<file path="src/rtl/tlc_pkg.sv">
// Shared constants, command codes and state encoding for the TLC3548 emulator.
package tlc_pkg;

    localparam int FRAME_W = 16;  // bits per serial frame
    localparam int DATA_W  = 14;  // conversion result width
    localparam int CFR_W   = 12;  // configuration register width
    localparam int CH_W    = 3;   // channel number width
    localparam int SAMP_W  = 11;  // sample counter width

    localparam logic [3:0] CMD_RD_CFR = 4'h9;
    localparam logic [3:0] CMD_WR_CFR = 4'hA;

    // CONV is not a frame state of its own: a conversion runs alongside the
    // frame FSM and is tracked by busy plus the conversion counter.
    typedef enum logic [1:0] {
        IDLE   = 2'd0,
        SHIFT  = 2'd1,
        DECODE = 2'd2,
        CONV   = 2'd3
    } state_t;

    // Commands 0x0-0x7 select a channel and start a conversion.
    function automatic logic is_select(input logic [3:0] cmd);
        return (cmd[3] == 1'b0);
    endfunction

endpackage

</file>
<file path="src/rtl/tlc3548_emu_if.sv">
// Host-side serial bus of the TLC3548 emulator, plus its status outputs.
interface tlc3548_emu_if;
    import tlc_pkg::*;

    logic             cs_l;
    logic             fs;
    logic             sclk;
    logic             sdi;
    logic             cstart;
    logic             sdo;
    logic             int_l;
    logic             busy;
    logic [CFR_W-1:0] cfr;

    // Host (ADC controller) view.
    modport master (
        output cs_l, fs, sclk, sdi, cstart,
        input  sdo, int_l, busy, cfr
    );

    // Emulator view.
    modport slave (
        input  cs_l, fs, sclk, sdi, cstart,
        output sdo, int_l, busy, cfr
    );

endinterface

</file>
<file path="src/rtl/sync_edge.sv">
// Two-flop synchronizer for an asynchronous input, with single-clk rise and
// fall pulses derived from the synchronized value.
module sync_edge (
    input  logic clk,
    input  logic rst,
    input  logic d,
    output logic q,
    output logic rise,
    output logic fall
);

    logic [1:0] sync;
    logic       prev;

    // Resample the input and remember the previous synchronized level.
    // NOTE: state flops use non-blocking assignments so every stage samples the pre-edge value of the one before it.
    always_ff @(posedge clk or negedge rst) begin
        if (!rst) begin
            sync <= 2'b00;
            prev <= 1'b0;
        end else begin
            sync <= {sync[0], d};
            prev <= sync[1];
        end
    end

    assign q    = sync[1];
    assign rise =  sync[1] & ~prev;
    assign fall = ~sync[1] &  prev;

endmodule

</file>
<file path="src/rtl/tlc3548_emu.sv">
// TLC3548 serial ADC emulator: 16-bit command/data frames over a host-clocked
// serial link, plus a timed conversion that produces a synthetic sample word
// of {channel, sample counter}.
module tlc3548_emu
    import tlc_pkg::*;
#(
    parameter int CONV_CLKS = 40  // clk cycles per conversion, 4..255
) (
    input  logic                clk,
    input  logic                rst,
    tlc3548_emu_if.slave        bus
);

    localparam int IN_CS     = 0;
    localparam int IN_FS     = 1;
    localparam int IN_SCLK   = 2;
    localparam int IN_SDI    = 3;
    localparam int IN_CSTART = 4;
    localparam int N_IN      = 5;

    // ------------------------------------------------------------------
    // Input synchronization
    // ------------------------------------------------------------------
    logic [N_IN-1:0] in_raw;
    logic [N_IN-1:0] in_q;
    logic [N_IN-1:0] in_rise;
    logic [N_IN-1:0] in_fall;

    assign in_raw = {bus.cstart, bus.sdi, bus.sclk, bus.fs, bus.cs_l};

    for (genvar i = 0; i < N_IN; i++) begin : g_sync
        sync_edge u_sync (
            .clk  (clk),
            .rst  (rst),
            .d    (in_raw[i]),
            .q    (in_q[i]),
            .rise (in_rise[i]),
            .fall (in_fall[i])
        );
    end

    logic cs_q, fs_q, sdi_q, sclk_rise, sclk_fall, cstart_fall;

    assign cs_q        = in_q[IN_CS];
    assign fs_q        = in_q[IN_FS];
    assign sdi_q       = in_q[IN_SDI];
    assign sclk_rise   = in_rise[IN_SCLK];
    assign sclk_fall   = in_fall[IN_SCLK];
    assign cstart_fall = in_fall[IN_CSTART];

    // Synchronizer outputs this block has no use for.
    logic unused_sync;
    assign unused_sync = ^{in_q[IN_SCLK], in_q[IN_CSTART],
                           in_rise[IN_CS], in_rise[IN_FS], in_rise[IN_SDI],
                           in_rise[IN_CSTART], in_fall[IN_CS], in_fall[IN_FS],
                           in_fall[IN_SDI]};

    // ------------------------------------------------------------------
    // State
    // ------------------------------------------------------------------
    state_t              state;
    logic [FRAME_W-1:0]  tx_reg;
    logic [FRAME_W-1:0]  rx_reg;
    logic [3:0]          bit_cnt;
    logic                sdo;
    logic                int_l;
    logic                busy;
    logic [CFR_W-1:0]    cfr;
    logic [DATA_W-1:0]   result;
    logic [SAMP_W-1:0]   samp_cnt;
    logic [CH_W-1:0]     channel;
    logic [CH_W-1:0]     conv_ch;
    logic [7:0]          conv_cnt;
    logic                rd_cfr_pend;
    logic                done_pend;

    // ------------------------------------------------------------------
    // Frame/conversion control terms
    // ------------------------------------------------------------------
    logic               frame_start;
    logic               sel_decode;
    logic               start_conv;
    logic [CH_W-1:0]    conv_ch_next;
    logic [FRAME_W-1:0] load_word;
    logic [3:0]         cmd;

    // Combinational frame-start, decode and next-frame load terms.
    // NOTE: every always_comb output gets a default first so no path can leave it unassigned and infer a latch.
    always_comb begin
        cmd          = rx_reg[FRAME_W-1 -: 4];
        frame_start  = sclk_fall & ~cs_q & fs_q;
        sel_decode   = 1'b0;
        if (state == DECODE) begin
            sel_decode = is_select(cmd);
        end
        // A select decode and a cstart edge in the same clk give one start.
        start_conv   = ~busy & (sel_decode | cstart_fall);
        conv_ch_next = sel_decode ? cmd[CH_W-1:0] : channel;
        load_word    = rd_cfr_pend ? {4'h0, cfr} : {result, 2'b00};
    end

    // Frame FSM and conversion timer share one register block.
    always_ff @(posedge clk or negedge rst) begin
        if (!rst) begin
            state       <= IDLE;
            tx_reg      <= '0;
            rx_reg      <= '0;
            bit_cnt     <= '0;
            sdo         <= 1'b0;
            int_l       <= 1'b1;
            busy        <= 1'b0;
            cfr         <= '0;
            result      <= '0;
            samp_cnt    <= '0;
            channel     <= '0;
            conv_ch     <= '0;
            conv_cnt    <= '0;
            rd_cfr_pend <= 1'b0;
            done_pend   <= 1'b0;
        end else begin
            // ---- serial frame ----
            case (state)
                IDLE: begin
                    if (frame_start) begin
                        state       <= SHIFT;
                        sdo         <= load_word[FRAME_W-1];
                        tx_reg      <= {load_word[FRAME_W-2:0], 1'b0};
                        bit_cnt     <= '0;
                        int_l       <= 1'b1;
                        rd_cfr_pend <= 1'b0;
                    end
                end

                SHIFT: begin
                    if (cs_q) begin
                        // Aborted frame: received bits are simply dropped.
                        state <= IDLE;
                    end else if (frame_start) begin
                        sdo         <= load_word[FRAME_W-1];
                        tx_reg      <= {load_word[FRAME_W-2:0], 1'b0};
                        bit_cnt     <= '0;
                        int_l       <= 1'b1;
                        rd_cfr_pend <= 1'b0;
                    end else begin
                        if (sclk_fall) begin
                            sdo    <= tx_reg[FRAME_W-1];
                            tx_reg <= {tx_reg[FRAME_W-2:0], 1'b0};
                        end
                        if (sclk_rise) begin
                            rx_reg  <= {rx_reg[FRAME_W-2:0], sdi_q};
                            bit_cnt <= bit_cnt + 4'd1;
                            if (bit_cnt == 4'd15) begin
                                state <= DECODE;
                            end
                        end
                    end
                end

                DECODE: begin
                    state <= IDLE;
                    if (is_select(cmd)) begin
                        channel <= cmd[CH_W-1:0];
                    end else if (cmd == CMD_RD_CFR) begin
                        rd_cfr_pend <= 1'b1;
                    end else if (cmd == CMD_WR_CFR) begin
                        cfr <= rx_reg[CFR_W-1:0];
                    end
                end

                default: state <= IDLE;
            endcase

            // ---- conversion timer ----
            if (start_conv) begin
                busy     <= 1'b1;
                conv_cnt <= 8'(CONV_CLKS - 1);
                conv_ch  <= conv_ch_next;
            end else if (busy) begin
                if (conv_cnt == 8'd0) begin
                    busy      <= 1'b0;
                    result    <= {conv_ch, samp_cnt};
                    samp_cnt  <= samp_cnt + 11'd1;
                    done_pend <= 1'b1;
                end else begin
                    conv_cnt <= conv_cnt - 8'd1;
                end
            end

            // End-of-conversion flag goes low one clk after busy drops.
            if (done_pend) begin
                int_l     <= 1'b0;
                done_pend <= 1'b0;
            end
        end
    end

    assign bus.sdo   = sdo;
    assign bus.int_l = int_l;
    assign bus.busy  = busy;
    assign bus.cfr   = cfr;

endmodule

</file>
<file path="src/flat_wrapper.sv">
// flat-port wrapper written by rule: the top's interface ports become plain ports
module tlc3548_emu_flat import tlc_pkg::*;
#(
    parameter int CONV_CLKS = 40                                      
)
  (clk, rst, bus_cs_l, bus_fs, bus_sclk, bus_sdi, bus_cstart, bus_sdo, bus_int_l, bus_busy, bus_cfr);
  tlc3548_emu_if bus_i ();
  input  logic clk;
  input  logic rst;
  input wire logic [$bits(bus_i.cs_l)-1:0] bus_cs_l;
  input wire logic [$bits(bus_i.fs)-1:0] bus_fs;
  input wire logic [$bits(bus_i.sclk)-1:0] bus_sclk;
  input wire logic [$bits(bus_i.sdi)-1:0] bus_sdi;
  input wire logic [$bits(bus_i.cstart)-1:0] bus_cstart;
  output wire logic [$bits(bus_i.sdo)-1:0] bus_sdo;
  output wire logic [$bits(bus_i.int_l)-1:0] bus_int_l;
  output wire logic [$bits(bus_i.busy)-1:0] bus_busy;
  output wire logic [$bits(bus_i.cfr)-1:0] bus_cfr;
  assign bus_i.cs_l = bus_cs_l;
  assign bus_i.fs = bus_fs;
  assign bus_i.sclk = bus_sclk;
  assign bus_i.sdi = bus_sdi;
  assign bus_i.cstart = bus_cstart;
  assign bus_sdo = bus_i.sdo;
  assign bus_int_l = bus_i.int_l;
  assign bus_busy = bus_i.busy;
  assign bus_cfr = bus_i.cfr;
  tlc3548_emu #(.CONV_CLKS(CONV_CLKS)) u_core (.clk(clk), .rst(rst), .bus(bus_i));
endmodule
</file>
<file path="config.mk">
export PLATFORM = sky130hd
export DESIGN_NAME = tlc3548_emu_flat
export DESIGN_NICKNAME = d
export VERILOG_FILES = /design/src/rtl/tlc_pkg.sv /design/src/rtl/tlc3548_emu_if.sv /design/src/rtl/sync_edge.sv /design/src/rtl/tlc3548_emu.sv /design/src/flat_wrapper.sv
export SDC_FILE = /design/constraint.sdc
export NUM_CORES = 1
export LEC_CHECK = 0
export BUFFER_PORTS_ARGS = -buffer_cell sky130_fd_sc_hd__buf_2
export CAP_MARGIN = 10
export CORE_ASPECT_RATIO = 1.4
export CORE_UTILIZATION = 38
export CTS_CLUSTER_DIAMETER = 150
export CTS_CLUSTER_SIZE = 14
export DETAILED_ROUTE_END_ITERATION = 10
export PLACE_DENSITY = 0.57
export SYNTH_ARGS = -nofsm -noshare
export SYNTH_HDL_FRONTEND = slang
export SYNTH_SLANG_ARGS = --single-unit
</file>
<file path="constraint.sdc">
create_clock -name clk -period 3.9 [get_ports clk]
set_clock_uncertainty 0.05 [all_clocks]
set_input_delay 0.78 -clock clk [delete_from_list [all_inputs] [get_ports clk]]
set_output_delay 0.78 -clock clk [all_outputs]
set_load 0.01 [all_outputs]
</file>
==> summary.txt <==
Critical path
  – Reg-to-reg endpoint: u_core.conv_ch[0]
  – Slowest stage delay, CP: around 0.53 ns
  – CP startpoint: u_core.state[0]
  – Worst-path fanout max: 11
  – FF-to-FF setup slack: approximately 1.9 ns
  – WP data required: between 4 and 5 ns
  – Crit-path cells: or3b_1 -> a21oi_2 -> mux2_2
  – Worst setup SP type: flop
  – Reg2reg path depth: 3
  – CP Depth: 3
  – CP max stage cell: or3b_1
  – Crit Path Class: flop to flop
  – Reg2reg start: u_core.state[0]
  – Nature of the critical path endpoint: flop
  – Worst Path Buf+Inv: 0
  – Critical path arrival: 2.19 ns
  – CP delay by family, top: simple AND/OR/NAND/NOR gates

Synth
  – Sequential element share of the synthesized area: 59.2%
  – Netlist cell types: 45
  – Synth area leaders: dfrtp_1 59%, mux2_2 6.1%, nand2_1 5.2%
  – Yosys top cell area share: roughly 59%
  – Post-synth EDFFs: 0
  – Top_reg_cell synth: dfrtp_1
  – Count leader, synth: dfrtp_1
  – Top cells by count, synth: 104 x dfrtp_1, 62 x nand2_1, 29 x o21ai_0
  – Post-Syn Instances: 383
  – Post-synth top area cell: dfrtp_1
  – Synth async-reset ratio: 100%
  – Mapped Area: 4440 um2
  – Post-Syn Nets: 394
  – Yosys warnings: 0
  – Flop and latch count out of synthesis: 105
  – Average size of a mapped cell: roughly 12 um2

Detailed routing
  – DRT iter0 DRCs: about 120
  – TritonRoute pass-1 iters: 4
  – Drt total wl: around 8500 um
  – Vias per cell: 5.17
  – DRT antenna net count: 0
  – DRC Markers: 0
  – Vias post-DR: 2,846
  – Wirelength per Cell: 15.3 um

Cells and area
  – Max reg flops: 16
  – Number of antenna repair diodes: 0
  – Nets: 414
  – Syn-to-layout area delta: 12.2%
  – Share of cells above drive strength 1: 19.2%
  – Fin cells: 551

Floorplan
  – Row cnt: 46
  – DIE AREA: 12,100 um2
  – Core box area: 11,300 um2
  – Initial Util: 39.2%
  – Die Span Y: 130 um
  – Die Width: a little over 90 um
  – IO Pins: 22

Hold path
  – Hold Crit Depth: 0
  – Hold_sp: u_core.g_sync[4].u_sync.sync[0]
  – Hold Path Class: flop to flop
  – Hold EP: u_core.g_sync[4].u_sync.sync[1]

STA
  – Fin Setup TNS: 0 ns
  – Final worst-path cycle share: 51.5%
  – Max Freq: 498 MHz
  – Slew Limit Fails: 0
  – Final hold violations: 0
  – Slew HR: 44.7%
  – Tmin final: 2.01 ns
  – WHS: 0.299 ns
  – Tightest Pin Transition: 0.830 ns
  – RSZ-0062 raised after global routing: no
  – Final setup fails: 0

Global route
  – GRT Util Overall: 15.6%
  – Initial antenna violation count: 0
  – First-pass GRT wire length: 14,700 um
  – Grt total ovfl: 0
  – Largest net degree at the start of global routing: 67
  – Vias in the first global route: between 2,000 and 3,000

Clock network
  – CTS Buf Count: 9
  – Clk buf depth: 2
  – Hold-fix buffers, CTS: 0
  – Worst-Skew Late Latency: 0.34 ns
  – H-tree depth: 3
  – Worst-path clk slew: 0.07 ns
  – CTS tree: yes
  – Clk root buf: clkbuf_16
  – CTS resizes: 0
  – Setup bufs post-CTS: 0
  – Clock sinks: 105

Placed design
  – Gpl congestion: 0.803
  – Post-DP HPWL: 5690 um
  – # port buffers: 21
  – Cell count after placement: 536

Job
  – Max-Cap Viols: 0

Power
  – Total power draw: roughly 0.0025 W
  – Pwr Density: between 500 and 600 nW/um2
  – Peak supply drop: 235 uV
  – Leak: 2.45 nW

Run status
  – Status: finished, final reports clean
layer usage:
metal	track usage (%)	vias to the layer above	wire, um
li1	-	1357	-
met1	19.9	1441	3740
met2	26.6	41	4420
met3	2.27	7	183
met4	6.88	0	115
met5	0	-	0
worst reg2reg max path: cells and delay by family, from the launching register on:
kind	cells	cell delay (ns)
AOI/OAI and AO/OA	1	0.47
DFF	1	0.45
muxes	1	0.39
and+or+nand+nor	1	0.53
cell type report:
cell class	instances	area (um2)
repair buffers	23	135
clock buffers	12	256
clock inverters	3	40.0
flip-flops and latches	105	2630
multi-input cells	258	1720
well taps	144	180
inverters	6	22.5
fillers	1067	6360
logic make-up after synthesis:
family	after synthesis	share of synthesized area, %
xor gates and xnor gates	17	3.35
muxes	34	9.35
buffers and inverters	20	2.09
AOI/OAI and AO/OA	62	8.31
adders and majority gates	4	1.13
and+or+nand+nor	141	16.6
DFF	105	59.2
cells in the final DEF, fill, tap and decap left out, types with 8 or more instances in the layout:
cell type	count
nor2b_1	11
clkbuf_16	9
mux2_4	9
mux2_2	24
nor2_1	21
dfrtp_1	104
a211oi_1	10
o21ai_0	29
nand3_1	10
nand2_1	62
a21oi_1	13
xnor2_1	9
xor2_1	8
buf_2	20
worst max path at each step:
stage,end,slack (ns)
2_1_floorplan,u_core.result[10],2.11
3_3_place_gp,u_core.result[10],1.95
3_5_place_dp,u_core.conv_ch[0],1.91
4_1_cts,u_core.conv_ch[0],1.89
5_1_grt,u_core.tx_reg[9],1.74
6_report,u_core.conv_ch[0],1.89
through the flow:
step / worst slack, ns / utilization [%] / area [um2]
3_3_place_gp: 1.95 / 41.3 / 4690
5_1_grt: 1.74 / 43.9 / 4980
4_1_cts: 1.89 / 43.9 / 4980
3_5_place_dp: 1.91 / 41.3 / 4690
2_1_floorplan: 2.11 / - / 4440
6_report: 1.89 / 43.9 / 4980
where the power goes:
part / total (W) / internal, W / switching, W
Clock: 0.000901 / 0.000527 / 0.000374
Sequential: 0.00130 / 0.00119 / 0.000108
Combinational: 0.000324 / 0.000146 / 0.000178
(Power assumes the default switching activity.)
